**src/rtl/second_tick_driver.sv**
```systemverilog
// Self-checking stimulus stage for the second_tick gate: walks {b,a} through 00,01,10,11,
// samples the DUT on the last held cycle of each combination and reports mask/count/verdict.
module second_tick_driver #(
  parameter int         HOLD_CYCLES = 10,
  parameter logic [3:0] EXPECTED    = 4'b0010
) (
  input  logic       clk,
  input  logic       rst_n,
  input  logic       start,
  input  logic       dut_out,
  output logic       a,
  output logic       b,
  output logic       busy,
  output logic       done,
  output logic       pass,
  output logic [3:0] fail_mask,
  output logic [2:0] err_count
);

  localparam int            CW       = $clog2(HOLD_CYCLES + 1);
  localparam logic [CW-1:0] CNT_LAST = CW'(HOLD_CYCLES - 1);

  typedef enum logic [1:0] {IDLE, RUN, DONE} state_t;

  state_t        state;
  logic [1:0]    idx;
  logic [CW-1:0] cnt;
  logic          mismatch;
  logic [3:0]    mask_nxt;

  assign mismatch = (dut_out != EXPECTED[idx]);

  always_comb begin
    mask_nxt = fail_mask;
    if (mismatch) mask_nxt[idx] = 1'b1;
  end

  always_ff @(posedge clk or negedge rst_n) begin
    if (!rst_n) begin
      state     <= IDLE;
      idx       <= 2'd0;
      cnt       <= '0;
      a         <= 1'b0;
      b         <= 1'b0;
      busy      <= 1'b0;
      done      <= 1'b0;
      pass      <= 1'b0;
      fail_mask <= 4'd0;
      err_count <= 3'd0;
    end else begin
      case (state)
        IDLE, DONE: begin
          // A restart from DONE is indistinguishable from a start out of IDLE.
          if (start) begin
            state     <= RUN;
            idx       <= 2'd0;
            cnt       <= '0;
            a         <= 1'b0;
            b         <= 1'b0;
            busy      <= 1'b1;
            done      <= 1'b0;
            pass      <= 1'b0;
            fail_mask <= 4'd0;
            err_count <= 3'd0;
          end
        end
        RUN: begin
          if (cnt != CNT_LAST) begin
            cnt <= cnt + 1'b1;
          end else begin
            cnt       <= '0;
            fail_mask <= mask_nxt;
            if (mismatch) err_count <= err_count + 3'd1;
            if (idx != 2'd3) begin
              idx    <= idx + 2'd1;
              {b, a} <= idx + 2'd1;
            end else begin
              state <= DONE;
              a     <= 1'b0;
              b     <= 1'b0;
              busy  <= 1'b0;
              done  <= 1'b1;
              pass  <= (mask_nxt == 4'd0);
            end
          end
        end
        default: state <= IDLE;
      endcase
    end
  end

endmodule

```
**config.mk**
```make
export PLATFORM = sky130hd
export DESIGN_NAME = second_tick_driver
export DESIGN_NICKNAME = d
export VERILOG_FILES = /design/src/rtl/second_tick_driver.sv
export SDC_FILE = /design/constraint.sdc
export NUM_CORES = 1
export LEC_CHECK = 0
export ABC_AREA = 0
export ABC_CLOCK_PERIOD_IN_PS = 2100
export BUFFER_PORTS_ARGS = -buffer_cell sky130_fd_sc_hd__buf_2
export CAP_MARGIN = 0
export CORE_UTILIZATION = 50
export DETAILED_ROUTE_END_ITERATION = 6
export GPL_TIMING_DRIVEN = 0
export PLACE_DENSITY = 0.71
export SYNTH_ARGS = -nofsm -noshare
export SYNTH_HDL_FRONTEND = slang
export SYNTH_SLANG_ARGS = --single-unit
export TNS_END_PERCENT = 30
```
**constraint.sdc**
```tcl
create_clock -name clk -period 2.1 [get_ports clk]
set_input_delay 0.105 -clock clk [delete_from_list [all_inputs] [get_ports clk]]
set_output_delay 0.105 -clock clk [all_outputs]
set_load 0.01 [all_outputs]
```
==> key figures, run 1 <==
Run status
  – Run status: completed

Timing
  – Setup ws final: 195 ps
  – Highest Clock Rate: 0.525 GHz
  – Hold_ws: approximately 96 ps
  – Part of the cycle the worst path needs: 90.7%
  – Worst Skew: 5.43 ps
  – Worst Tran Pin Value: between 600 and 700 ps
  – Endpoints failing hold: 0
  – Slew HR: 53.0%
  – Fin. max-slew vios: 0
  – Setup_tns: 0 ps
  – Min cycle time layout: 1900 ps
  – RSZ-0062 raised after global routing: no
  – Finish-stage setup viols: 0

Setup path
  – Slowest cell on the critical path: a2111oi_0
  – Crit Path Class: reg2reg
  – CP Data Required Time: 2350 ps
  – Crit path buf inv count: 1
  – Worst Path Arrival: around 2200 ps
  – Critical path launch point type: flip-flop
  – Critical Path Fanout Max: 7
  – Crit-path max cell delay: 690 ps
  – CP Capture Type: flip-flop
  – CP Cell Sequence: inv_1, ha_1, nand3b_1, a2111oi_0, a311o_1
  – CP top delay family: compound AO/OA/AOI/OAI gates

CTS
  – Resized Gates After CTS: 0
  – Clk sink count: 20
  – H-tree levels: 1
  – TritonCTS Buffers: 3
  – Clock root buffer: clkbuf_4
  – CTS tree: built
  – Post-CTS Setup Bufs: 0
  – CTS max path bufs: 2
  – Worst-skew pair later-pin latency: 310 ps
  – Clock-pin slew on the worst setup and hold paths: 120 ps

Worst hold path
  – Hold WC Path Type: in2reg

Floorplan
  – Chip height: 48.2 µm
  – FP Rows: 16
  – I/O pin cnt: 16
  – Die width: 48.2 µm
  – Starting Density: 53.8%
  – Die Area: 2320 µm²
  – Core Box Area: approximately 2000 µm²

Layout
  – N_diodes: 0
  – Synth-to-layout area growth: 16.1%
  – Core Util, Final: 62.4%
  – Final Net Count: 137
  – Share of cells above drive strength 1: 19.2%
  – Most frequent cells in the layout: dfrtp_1, buf_2, nand2_1
  – Most common cell after layout, fill and taps aside: dfrtp_1

Synthesis
  – Register bit total from synthesis: 20
  – Most area-consuming cells after synthesis: dfrtp_1, ha_1, a41oi_1
  – Unique cell type count in the Yosys netlist: 34
  – Cell taking the most area after synthesis: dfrtp_1
  – Synth Area per Inst: 10.2 µm²
  – Register area share after synthesis: 46.9%
  – Synth Warn #: 0
  – Syn_nets: 116
  – Synth top area share: 46.9%
  – Synthesized area: 1070 µm²
  – Synthesized instance count: around 110

Placed design
  – Routability cong.: about 0.83
  – Hpwl dp: ~1600 µm
  – Placement Setup Slack: 338 ps
  – PortBufs: 15

Drt
  – DRC Markers: 0
  – 1st-iter DRT viols: 20
  – Vias: between 800 and 900
  – Drt total wl: 2260 µm
  – Drt via density: 5.88
  – WL/cell: 14.9 µm
  – DRT antenna net count: 0
  – Drt first pass iters: 4

Power and ir drop
  – P_int: about 0.0011 W
  – Logic gate share of total power: 45.1%
  – P_sw: 0.000756 W
  – Maximum vdd ir drop: 814 µV
  – Power per Cell Area: 1480 nW/µm²
  – Switching share of power: 41.2%
  – Lkg Pwr: 0.589 nW
  – Clk pwr share: 17.4%
  – Seq pwr share: between 30% and 40%
  – PnR Total Power: about 0.0018 W

GRT
  – Total GRT Usage: 22.1%
  – Number of global-route vias before repair: between 700 and 800
  – Initial antenna violation count: 0
  – First-pass GRT wire length: 3530 µm
  – Global route overflow: 0
  – Largest net degree at the start of global routing: 21

Flow run
  – Max_cap viols: 0
==> power groups by stage <==
stage               Clock, W  Combinational (W)  Sequential [W]
floorplan                  0           0.000554        0.000698
global placement           0           0.000804        0.000680
detailed placement         0           0.000825        0.000692
CTS                 0.000322           0.000834        0.000682
global route        0.000340           0.000929        0.000706
finish              0.000320           0.000828        0.000687
==> registers in the layout, indices dropped and copies added, names as in the netlist <==
register and flops:
idx 2, a 1, pass 1, fail_mask 4, b 1, err_count 3, cnt 4, busy 1
state 2, done 1
==> cell usage after synthesis <==
library cell   n
and4bb_2       1
a311o_1        1
buf_2          2
o31ai_1        1
o32ai_1        1
a31o_2         1
nand2_1       10
nand3_1        7
xnor2_1        1
nor3_1         1
dfrtp_1       20
nor4_1         1
o2111ai_1      1
mux2i_1        1
nor2_1         5
a21o_1         1
a41oi_1        5
a2111oi_0      1
or4_1          1
clkbuf_1       3
o211ai_1       2
nand2b_1       3
buf_6          1
o21ai_0        4
a21oi_1        1
nor2b_1        3
o311ai_0       5
nand3b_1       1
xor2_1         1
nand4_1        2
inv_1          7
a31oi_1        1
ha_1           7
and3b_1        2
==> through the flow <==
step	cells	instance area, µm²
2_1_floorplan	105	1070
3_3_place_gp	147	1170
3_5_place_dp	147	1170
4_1_cts	152	1240
5_1_grt	152	1240
6_report	152	1240
==> final timing paths <==
path	start	endpoint	slack (ps)	cells after the start
worst min-delay path	start	err_count[0]$_DFFE_PN0P_	100	2
worst max register to register	cnt[1]$_DFFE_PN0P_	idx[0]$_DFFE_PN0P_	200	5
worst max-delay path	cnt[1]$_DFFE_PN0P_	idx[0]$_DFFE_PN0P_	200	5
worst min register to register	done$_DFFE_PN0P_	done$_DFFE_PN0P_	490	2
min in group asynchronous	rst_n	err_count[2]$_DFFE_PN0P_	250	2
max in group asynchronous	rst_n	fail_mask[0]$_DFFE_PN0P_	1540	2
==> routing by layer <==
| metal | GRT usage (%) | routed length, µm |
|---|---|---|
| met5 | 0 | 0 |
| met4 | 8.33 | 37 |
| met1 | 30.4 | 1130 |
| met3 | 2.22 | 57 |
| met2 | 36.0 | 1040 |
==> cell type report <==
class / instances / area [µm²]
buffer: 6 / 32.5
sequential: 20 / 500
timing repair buffer: 16 / 85.1
clock buffer: 3 / 22.5
multi-input combinational: 72 / 507
fill: 188 / 744
clock inverter: 1 / 30.0
inverter: 7 / 26.3
tap: 27 / 33.8
==> logic make-up after synthesis <==
family | count (synthesis) | share of synthesized area, %
and+or+nand+nor | 37 | 18.5
AOI/OAI and AO/OA | 25 | 18.2
muxes | 1 | 0.939
DFF | 20 | 46.9
adders and majority gates | 7 | 8.22
buffers and inverters | 13 | 5.52
xor gates and xnor gates | 2 | 1.64
==> worst register-to-register path: stages, from the launching register on <==
cell and delay [ps]:
dfrtp_1 430, inv_1 90, ha_1 200, nand3b_1 230, a2111oi_0 690, a311o_1 210
==> what timing repair did <==
item,in CTS,in global routing
setup endpoints to repair,0,0
hold buffers,1,0
hold endpoints to repair,20,0
Power figures use the tool's default switching activity.
==> run 2: changes to the inputs <==
REMOVE_ABC_BUFFERS = 1   (was default)
==> run 2 against run 1 <==
  * First-iteration DRC count fell by 60%
  * Wire length down 7.5%
  * Critical endpoint unchanged
  * Register-to-register slack improved by 50 ps
  * Combinational power is 8.5% lower
  * Sequential cell count unchanged
  * Largest power group unchanged
  * Total power decreased by 3.5%
  * Critical path type unchanged
  * Clock-buffer cell count did not move
  * Sequential share of layout area up 1.1 points
==> key figures, run 2 (synthesized netlist as in run 1, its figures left out) <==
Drt
  – Vias: 847 (-5.2%)
  – WL/cell: 14.3 µm (-3.7%)
  – DRC Markers: 0 (unchanged)
  – Drt via density: 5.80 (-1.3%)
  – Drt first pass iters: 4 (unchanged)
  – DRT antenna net count: 0 (unchanged)
  – Drt total wl: 2090 µm (-7.5%)
  – 1st-iter DRT viols: 8 (-60%)

Floorplan
  – Core Box Area: 1980 µm² (unchanged)
  – I/O pin cnt: 16 (unchanged)
  – Chip height: 48.2 µm (unchanged)
  – Die Area: 2320 µm² (unchanged)
  – Die width: 48.2 µm (unchanged)
  – FP Rows: 16 (unchanged)
  – Starting Density: 53.8% (unchanged)

GRT
  – Largest net degree at the start of global routing: 21 (unchanged)
  – Number of global-route vias before repair: 770 (-1.3%)
  – Total GRT Usage: 21.1% (-1.0 points)
  – Initial antenna violation count: 0 (unchanged)
  – Global route overflow: 0 (unchanged)
  – First-pass GRT wire length: 3310 µm (-6.2%)

Setup path
  – Setup slack, reg-to-reg: 240 ps (+50 ps)
  – CP Data Required Time: 2300 ps (-50 ps)
  – Crit. Startpoint: state[0]$_DFFE_PN0P_
  – Worst Path Arrival: 2060 ps (-100 ps)
  – Critical Path Fanout Max: 14 (+7)
  – Critical path launch point type: flip-flop
  – Worst r2r src: state[0]$_DFFE_PN0P_
  – RR Endpoint: idx[0]$_DFFE_PN0P_
  – Register-to-Register Path Depth: 3 (-2)
  – CP Capture Type: flip-flop
  – Setup crit end: idx[0]$_DFFE_PN0P_
  – Crit Path Class: reg2reg

Layout
  – Core Util, Final: 60.8% (-1.6 points)
  – Final Net Count: 131 (-4.4%)
  – Largest regs: cnt x4, fail_mask x4, err_count x3
  – Most common cell after layout, fill and taps aside: dfrtp_1
  – Share of cells above drive strength 1: 17.6% (-1.6 points)
  – Synth-to-layout area growth: 13.0%
  – Fillers: 175 (-6.9%)
  – N_diodes: 0 (unchanged)
  – Most frequent cells in the layout: dfrtp_1, buf_2, nand2_1
  – Post-Layout Inst Area: 1200 µm² (-2.6%)

Worst hold path
  – Hold WC Path Type: in2reg
  – Hold Crit Depth: 2 (unchanged)
  – Min-delay src: start

Timing
  – Fin. max-slew vios: 0 (unchanged)
  – Slew HR: 50.7% (-2.4 points)
  – Finish-stage setup viols: 0 (unchanged)
  – Part of the cycle the worst path needs: 88.5% (-2.2 points)
  – Hold_ws: 98.3 ps (+2.66 ps)
  – RSZ-0062 raised after global routing: no
  – Endpoints failing hold: 0 (unchanged)
  – Worst Skew: 2.28 ps (-3.15 ps)
  – Highest Clock Rate: 0.538 GHz (+2.5%)
  – Setup_tns: 0 ps (unchanged)
  – Min cycle time layout: 1860 ps (-46.7 ps)
  – Worst Tran Pin Value: 739 ps (+51.8 ps)

CTS
  – Resized Gates After CTS: 0 (unchanged)
  – Clock root buffer: clkbuf_4
  – Clk sink count: 20 (unchanged)
  – Clock-pin slew on the worst setup and hold paths: 120 ps (about the same)
  – Worst-skew pair later-pin latency: 300 ps (about the same)
  – CTS tree: built
  – CTS max path bufs: 2 (unchanged)
  – H-tree levels: 1 (unchanged)
  – TritonCTS Buffers: 3 (unchanged)

Power and ir drop
  – Maximum vdd ir drop: 772 µV (-5.2%)
  – Lkg Pwr: 0.574 nW (-2.6%)
  – PnR Total Power: 0.00177 W (-3.5%)
  – Power per Cell Area: 1470 nW/µm² (-0.89%)

Placed design
  – Placement Cell Area: 1140 µm² (-2.8%)
  – Routability cong.: 0.829 (-0.47%)
  – PortBufs: 15 (unchanged)
  – Hpwl dp: 1450 µm (-7.8%)

Run status
  – Run status: completed

Flow run
  – Max_cap viols: 0 (unchanged)
==> run 2: cell types whose count changed in the layout (fill, tap and decap cells not counted) <==
cell,change
clkbuf_1,-3
buf_2,-2
buf_6,-1
==> run 2: timing repair <==
action,in CTS,in global routing
setup buffers,0,0
hold endpoints to repair,20,0
hold buffers,1,0
==> run 2: per-layer routing <==
metal | part of all wire (%) | vias up | track usage [%]
met5 | 0 | - | 0
met4 | 1.3 | 0 | 10.6
met3 | 4.3 | 4 | 3.33
met2 | 48 | 19 | 34.1
met1 | 47 | 405 | 27.4
li1 | - | 419 | -
==> run 2: final cells by class <==
type / instances / area [µm²] / share of cell area [%]
clock buffer: 3 / 22.5 / 1.87
timing repair buffer: 16 / 85.1 / 7.06
sequential: 20 / 500 / 41.5
clock inverter: 1 / 30.0 / 2.49
multi-input combinational: 72 / 507 / 42.1
tap: 27 / 33.8 / 2.80
inverter: 7 / 26.3 / 2.18
==> run 2: through the flow <==
stage | instances | worst slack (ps)
2_1_floorplan | 99 | 553
3_3_place_gp | 141 | 291
3_5_place_dp | 141 | 278
4_1_cts | 146 | 256
5_1_grt | 146 | 139
6_report | 146 | 242
==> run 2: worst max-delay path, stage by stage (launching register included) <==
cell and delay [ps]:
dfrtp_1 570, nor2b_1 660, nand2_1 150, a311o_1 370
==> run 2: power breakdown <==
group	total [W]	switching, W	internal [W]
Clock	0.000317	0.000124	0.000193
Combinational	0.000758	0.000439	0.000319
Sequential	0.000697	0.000160	0.000537
Total	0.00177	0.000723	0.00105
==> run 2: worst min path at each step <==
stage,end,slack (ps)
after floorplan,a$_DFFE_PN0P_,-190
after global routing,err_count[0]$_DFFE_PN0P_,120
after detailed placement,cnt[3]$_DFFE_PN0P_,80
after global placement,cnt[3]$_DFFE_PN0P_,80
after CTS,err_count[0]$_DFFE_PN0P_,100
final,err_count[0]$_DFFE_PN0P_,100
